### config.mk
export PLATFORM = sky130hd
export DESIGN_NAME = mem_access_unit
export DESIGN_NICKNAME = d
export VERILOG_FILES = /design/src/rtl/mem_access_unit_pkg.sv /design/src/rtl/mem_access_unit_read_return_pipe.sv /design/src/rtl/mem_access_unit.sv
export SDC_FILE = /design/constraint.sdc
export NUM_CORES = 1
export LEC_CHECK = 0
export CAP_MARGIN = 20
export CORE_AREA = 2 2 355 357
export DETAILED_ROUTE_END_ITERATION = 10
export DIE_AREA = 0 0 357 359
export GPL_ROUTABILITY_DRIVEN = 0
export SLEW_MARGIN = 20
export SYNTH_ARGS = -nofsm -noshare
export SYNTH_HDL_FRONTEND = slang
export SYNTH_SLANG_ARGS = --single-unit
### constraint.sdc
create_clock -name clk -period 5.01 [get_ports clk]
set_clock_uncertainty 0.2 [all_clocks]
set_input_delay 1.002 -clock clk [delete_from_list [all_inputs] [get_ports clk]]
set_output_delay 1.002 -clock clk [all_outputs]
set_load 0.01 [all_outputs]
### src/rtl/mem_access_unit_pkg.sv
`default_nettype none
// +----------------------------------------------------------------------------+
// | mem_access_pkg : shared FSM encoding and geometry helpers for             |
// |                  mem_access_unit                                           |
// | Revision       : 1.0                                                       |
// +----------------------------------------------------------------------------+
package mem_access_pkg;

    typedef enum logic [2:0] {
        ST_IDLE  = 3'd0,
        ST_WRITE = 3'd1,
        ST_READ  = 3'd2,
        ST_DRAIN = 3'd3,
        ST_DONE  = 3'd4
    } state_t;

    function automatic int beats_f(input int v, input int mw);
        return v / mw;
    endfunction

    function automatic int lanes_f(input int mw, input int n);
        return mw / n;
    endfunction

    function automatic int ofs_f(input int mw);
        return $clog2(mw / 8);
    endfunction

endpackage
`default_nettype wire

### src/rtl/mem_access_unit_read_return_pipe.sv
`default_nettype none
// +----------------------------------------------------------------------------+
// | read_return_pipe : RD_LAT-deep {valid, beat} tracker for in-flight reads   |
// | Revision         : 1.0                                                     |
// +----------------------------------------------------------------------------+
module read_return_pipe #(
    parameter int RD_LAT = 2,
    parameter int BW     = 1
) (
    input  logic          clk,
    input  logic          rst,
    input  logic          i_valid,
    input  logic [BW-1:0] i_beat,
    output logic          o_cap,
    output logic [BW-1:0] o_cap_beat,
    output logic          o_empty
);

    logic [RD_LAT-1:0] r_valid;
    logic [BW-1:0]     r_beat [RD_LAT];

    always_ff @(posedge clk or negedge rst) begin
        if (!rst) begin
            r_valid <= '0;
            for (int i = 0; i < RD_LAT; i++) begin
                r_beat[i] <= '0;
            end
        end else begin
            r_valid[0] <= i_valid;
            r_beat[0]  <= i_beat;
            for (int i = 1; i < RD_LAT; i++) begin
                r_valid[i] <= r_valid[i-1];
                r_beat[i]  <= r_beat[i-1];
            end
        end
    end

    assign o_cap      = r_valid[RD_LAT-1];
    assign o_cap_beat = r_beat[RD_LAT-1];

    // "Empty" means nothing remains once the beat in the last stage retires.
    generate
        if (RD_LAT == 1) begin : g_lat1
            assign o_empty = 1'b1;
        end else begin : g_latn
            assign o_empty = ~|r_valid[RD_LAT-2:0];
        end
    endgenerate

endmodule
`default_nettype wire

### src/rtl/mem_access_unit.sv
`default_nettype none
// +----------------------------------------------------------------------------+
// | mem_access_unit : scalar/vector load-store sequencer for a narrow memory   |
// |                   port. Optional macro: MEM_ALIGN_CHECK_EN                 |
// | Revision        : 1.0                                                      |
// +----------------------------------------------------------------------------+
module mem_access_unit
    import mem_access_pkg::*;
#(
    parameter int N      = 32,
    parameter int V      = 256,
    parameter int MW     = 128,
    parameter int AW     = 14,
    parameter int RD_LAT = 2
) (
    input  logic            clk,
    input  logic            rst,
    input  logic            req_valid,
    input  logic            mem_write,
    input  logic            vec_access,
    input  logic [N-1:0]    address,
    input  logic [N-1:0]    scalar_wdata,
    input  logic [V-1:0]    vector_wdata,
    output logic            busy,
    output logic            done,
    output logic            align_err,
    output logic [N-1:0]    scalar_rdata,
    output logic [V-1:0]    vector_rdata,
    output logic            mem_rden,
    output logic            mem_wren,
    output logic [AW-1:0]   mem_address,
    output logic [MW/8-1:0] mem_byteena,
    output logic [MW-1:0]   mem_wdata,
    input  logic [MW-1:0]   mem_rdata
);

    localparam int BEATS = beats_f(V, MW);
    localparam int LANES = lanes_f(MW, N);
    localparam int OFS   = ofs_f(MW);
    localparam int NB    = $clog2(N / 8);
    localparam int BEW   = MW / 8;
    localparam int BW    = (BEATS > 1) ? $clog2(BEATS) : 1;
    localparam int LW    = (LANES > 1) ? $clog2(LANES) : 1;

    localparam logic [BEW-1:0] c_SBE   = BEW'({(N/8){1'b1}});
    localparam logic [AW-1:0]  c_VMASK = AW'(BEATS - 1);

    state_t          r_state, w_state_n;
    logic [BW-1:0]   r_beat, w_beat_n, w_beat_inc;
    logic            r_write, r_vec;
    logic [AW-1:0]   r_base;
    logic [LW-1:0]   r_lane;
    logic [V-1:0]    r_vdata;
    logic            r_rden, r_wren, w_rden_n, w_wren_n;
    logic [AW-1:0]   r_addr, w_addr_n;
    logic [BEW-1:0]  r_be, w_be_n;
    logic [MW-1:0]   r_wdata, w_wdata_n;
    logic [N-1:0]    r_scalar_rdata;
    logic [V-1:0]    r_vector_rdata;
    logic            w_issue, w_last, w_accept;
    logic [AW-1:0]   w_req_base;
    logic [LW-1:0]   w_req_lane;
    logic            w_cap, w_pipe_empty;
    logic [BW-1:0]   w_cap_beat;

    // Vector bases are truncated to a whole-vector boundary.
    assign w_req_base = vec_access ? (AW'(address >> OFS) & ~c_VMASK) : AW'(address >> OFS);
    assign w_req_lane = (LANES > 1) ? LW'(address >> NB) : '0;
    assign w_accept   = (r_state == ST_IDLE) && req_valid;
    assign w_beat_inc = r_beat + 1'b1;
    assign w_last     = r_vec ? (r_beat == BW'(BEATS - 1)) : 1'b1;

`ifdef MEM_ALIGN_CHECK_EN
    localparam logic [N-1:0] c_SAMASK = N'(N/8 - 1);
    localparam logic [N-1:0] c_VAMASK = N'(V/8 - 1);
    logic w_misalign;
    logic r_align_err;
    assign w_misalign = vec_access ? (|(address & c_VAMASK)) : (|(address & c_SAMASK));
`endif

    always_comb begin
        w_state_n = r_state;
        w_beat_n  = r_beat;
        w_issue   = 1'b0;
        w_rden_n  = 1'b0;
        w_wren_n  = 1'b0;
        w_addr_n  = '0;
        w_be_n    = '0;
        w_wdata_n = '0;
        case (r_state)
            ST_IDLE: begin
                if (req_valid) begin
                    w_beat_n = '0;
`ifdef MEM_ALIGN_CHECK_EN
                    if (w_misalign) begin
                        w_state_n = ST_DONE;
                    end else begin
                        w_state_n = mem_write ? ST_WRITE : ST_READ;
                        w_issue   = 1'b1;
                    end
`else
                    w_state_n = mem_write ? ST_WRITE : ST_READ;
                    w_issue   = 1'b1;
`endif
                end
            end
            ST_WRITE, ST_READ: begin
                if (w_last) begin
                    w_state_n = (r_state == ST_WRITE) ? ST_DONE : ST_DRAIN;
                end else begin
                    w_beat_n = w_beat_inc;
                    w_addr_n = r_base + AW'(w_beat_inc);
                    w_rden_n = ~r_write;
                    w_wren_n = r_write;
                    if (r_write) begin
                        w_wdata_n = r_vdata[w_beat_inc*MW +: MW];
                        w_be_n    = '1;
                    end
                end
            end
            ST_DRAIN: begin
                if (w_pipe_empty) begin
                    w_state_n = ST_DONE;
                end
            end
            ST_DONE:  w_state_n = ST_IDLE;
            default:  w_state_n = ST_IDLE;
        endcase

        // Beat 0 is issued straight from the request inputs.
        if (w_issue) begin
            w_addr_n = w_req_base;
            w_rden_n = ~mem_write;
            w_wren_n = mem_write;
            if (mem_write) begin
                if (vec_access) begin
                    w_wdata_n = vector_wdata[MW-1:0];
                    w_be_n    = '1;
                end else begin
                    w_wdata_n = {LANES{scalar_wdata}};
                    w_be_n    = c_SBE << (w_req_lane * (N/8));
                end
            end
        end
    end

    always_ff @(posedge clk or negedge rst) begin
        if (!rst) begin
            r_state <= ST_IDLE;
            r_beat  <= '0;
            r_rden  <= 1'b0;
            r_wren  <= 1'b0;
            r_addr  <= '0;
            r_be    <= '0;
            r_wdata <= '0;
            r_write <= 1'b0;
            r_vec   <= 1'b0;
            r_base  <= '0;
            r_lane  <= '0;
            r_vdata <= '0;
        end else begin
            r_state <= w_state_n;
            r_beat  <= w_beat_n;
            r_rden  <= w_rden_n;
            r_wren  <= w_wren_n;
            r_addr  <= w_addr_n;
            r_be    <= w_be_n;
            r_wdata <= w_wdata_n;
            if (w_accept) begin
                r_write <= mem_write;
                r_vec   <= vec_access;
                r_base  <= w_req_base;
                r_lane  <= w_req_lane;
                r_vdata <= vector_wdata;
            end
        end
    end

`ifdef MEM_ALIGN_CHECK_EN
    always_ff @(posedge clk or negedge rst) begin
        if (!rst) begin
            r_align_err <= 1'b0;
        end else if (w_accept) begin
            r_align_err <= w_misalign;
        end
    end
    assign align_err = r_align_err && (r_state == ST_DONE);
`else
    assign align_err = 1'b0;
`endif

    read_return_pipe #(
        .RD_LAT (RD_LAT),
        .BW     (BW)
    ) u_rrp (
        .clk        (clk),
        .rst        (rst),
        .i_valid    (r_rden),
        .i_beat     (r_beat),
        .o_cap      (w_cap),
        .o_cap_beat (w_cap_beat),
        .o_empty    (w_pipe_empty)
    );

    always_ff @(posedge clk or negedge rst) begin
        if (!rst) begin
            r_scalar_rdata <= '0;
            r_vector_rdata <= '0;
        end else if (w_cap) begin
            if (r_vec) begin
                r_vector_rdata[w_cap_beat*MW +: MW] <= mem_rdata;
            end else begin
                r_scalar_rdata <= mem_rdata[r_lane*N +: N];
                r_vector_rdata <= V'(mem_rdata[r_lane*N +: N]);
            end
        end
    end

    assign busy         = w_accept || (r_state == ST_WRITE) || (r_state == ST_READ) ||
                          (r_state == ST_DRAIN);
    assign done         = (r_state == ST_DONE);
    assign scalar_rdata = r_scalar_rdata;
    assign vector_rdata = r_vector_rdata;
    assign mem_rden     = r_rden;
    assign mem_wren     = r_wren;
    assign mem_address  = r_addr;
    assign mem_byteena  = r_be;
    assign mem_wdata    = r_wdata;

endmodule
`default_nettype wire
==> flow_metrics.tcl <==
set metrics [dict create \
    outcome "finished clean" \
    grt_setup_unrepaired "false" \
    min_period_ps 3430 \
    irDropWorstVdd_uv 349 \
    ff2ff_path_depth 5 \
    layout_common_cells "clkdlybuf4s50_1, nand2_1, dfrtp_1" \
    powerDensity_nw_per_um2 587 \
    clk_latency_ps 670 \
    initial_core_util 0.235 \
    grt_pass1_vias 25000 \
    root_buffer "clkbuf_16" \
    fin_tns_setup_ps 0 \
    rr_endpoint "vector_rdata[253]$_DFFE_PN0P_" \
    met2_usage 0.306 \
    tightest_slew_ps 1070 \
    drv_cap 0 \
    finalCritPeriodShare 0.684 \
    cp_data_required_time_ps 3810 \
    cts_tree "yes" \
    critPathArrivalTime_ps 2230 \
    row_count 130 \
    grt_max_degree 129 \
    grt_use_total 0.189 \
    hold_violations 0 \
    synth_edf_count 0 \
    cp-startpoint "req_valid" \
    synth_cell_types 41 \
    viasPerCell 4.74 \
    vias 24500 \
    clockBufferDepth 3 \
    critPathMaxFanout 3 \
    wire_per_inst_um 24.0 \
    drv_slew 0 \
    clkSinkCount 718 \
    synth_cells 2650 \
    r2r_start "r_vec$_DFFE_PN0N_" \
    leakagePower_uw 0.0190 \
    grt_overflow 0 \
    final_antenna_net_count 0 \
    ctsResizeCount 0 \
    critPathCaptureType "output pin" \
    syn_avg_cell_area_um2 11.0 \
    postPlaceCellArea_um2 39700 \
    stdcell_area_um2 42400 \
    hpwl_mm 87.8 \
    fmax_ghz 0.292 \
    yosysWarnings 0 \
    critPathLaunchType "input pin" \
    use_met3 0.0606 \
    clk_pin_slew_ps 60 \
    fp.coreArea_um2 125000 \
    drive_above_1_share 0.0736 \
    cts-buffers-inserted 82 \
    crit_type "in -> out" \
    top_usage_layer "met2" \
    r2r_slack_ps 2230 \
    io_pins 904 \
    die_area_um2 128000 \
    port_buffers 886 \
    critPathCapture "busy" \
    seq_area_frac_synth 0.614 \
    area_delta_synth_final_pct 45.1 \
    first_pass_iters 6 \
    cts_setup_buffers 0 \
    ys_ff_latch 718 \
    die-width_um 357 \
    finalSetupViolations 0 \
    min-delay-path-class "reg -> reg" \
    layout.nets 3909 \
    async_reset_ff_frac 1.00 \
    htreeDepth 3 \
    syn-num-nets 3106 \
    drt_wl_total_mm 124 \
    final_common_cell "clkdlybuf4s50_1" \
    fillers 12600 \
    antenna_found_initial 24 \
    slew_headroom 0.282 \
    synth_flop_cell "dfrtp_1" \
    drc_errors 0 \
    synth_area_um2 29300 \
    met1_usage 0.227 \
    cts_hold_buf 0 \
    grt_first_pass_wirelength_mm 178 \
    dieHeight_um 359 \
    first_iter_violations 2028 \
]
kinds of logic (layout without fill, tap and decap cells):
family | Yosys count | in the layout | share of synthesized area
AND/OR/NAND/NOR | 964 | 964 | 0.129
flip-flops | 718 | 718 | 0.614
AO/OA/AOI/OAI | 538 | 538 | 0.131
buffers and inverters | 220 | 1088 | 0.0390
multiplexers | 193 | 193 | 0.0811
XOR/XNOR | 13 | 13 | 0.00389
adder cells (fa/ha/maj) | 3 | 3 | 0.00128
other | 1 | 9 | 0.000128
layer usage:
metal / vias to the layer above / part of all wire
li1: 10800 / -
met1: 12500 / 0.39
met2: 1098 / 0.47
met3: 226 / 0.095
met4: 20 / 0.043
met5: - / 0.00099
area by class of cell:
class                      count  area (µm²)  area share
antenna                        8        20.0    0.000472
inverter                       6        22.5    0.000531
sequential                   718       18000       0.424
timing repair buffer         933        9420       0.222
multi-input combinational   1712       10200       0.240
tap                         1650        2060      0.0487
clock inverter                26         282     0.00664
clock buffer                 123        2450      0.0577
worst min path at each step:
stage                                         start                            end  cells after the start
final                     u_rrp.r_beat[1]$_DFF_PN0_     u_rrp.o_cap_beat$_DFF_PN0_                      0
after global routing      u_rrp.r_beat[1]$_DFF_PN0_     u_rrp.o_cap_beat$_DFF_PN0_                      0
after CTS                                       rst  vector_rdata[173]$_DFFE_PN0P_                      1
after detailed placement  u_rrp.r_beat[1]$_DFF_PN0_     u_rrp.o_cap_beat$_DFF_PN0_                      0
after global placement    u_rrp.r_beat[1]$_DFF_PN0_     u_rrp.o_cap_beat$_DFF_PN0_                      0
after floorplan           u_rrp.r_beat[1]$_DFF_PN0_     u_rrp.o_cap_beat$_DFF_PN0_                      0
worst max-delay path: stages:
cell and delay [ps]:
clkdlybuf4s50_1 490, nor3_1 60, nor2_1 100, clkdlybuf4s50_1 560
sequential cells by signal, indices dropped and copies added (netlist names), 2 cells and up:
register,cells
scalar_rdata,32
mem_wdata,128
r_lane,2
r_vdata,256
u_rrp.r_valid,2
vector_rdata,256
mem_byteena,4
mem_address,14
r_base,14
r_state,3
metrics by stage:
step,utilization,setup WS [ps],total power [µW],instances,hold slack (ps)
after floorplan,-,2540,14100,2650,131
after global placement,0.318,849,18700,5018,133
after detailed placement,0.318,1580,18900,5019,137
after CTS,0.340,1570,25200,5168,130
after global routing,0.340,1480,26300,5174,171
final,0.341,1580,24900,5176,149
Yosys cell counts, drive strengths merged, types with 10 or more instances:
master	number	share of area
nand2	827	0.11
dfrtp	718	0.61
a22o	224	0.067
a21oi	131	0.022
o22ai	129	0.028
mux2i	128	0.044
buf	120	0.026
clkbuf	94	0.012
nor2	75	0.0096
mux2	33	0.013
nor2b	33	0.0071
a221oi	32	0.0096
mux4	32	0.025
o21ai	17	0.0029
xnor2	10	0.0030
report_power, final:
part / internal, µW / switching, µW / total [µW]
registers: 8010 / 1490 / 9490
logic: 4490 / 4760 / 9250
clock network: 3600 / 2570 / 6170
total: 16100 / 8820 / 24900
(Power assumes the default switching activity.)
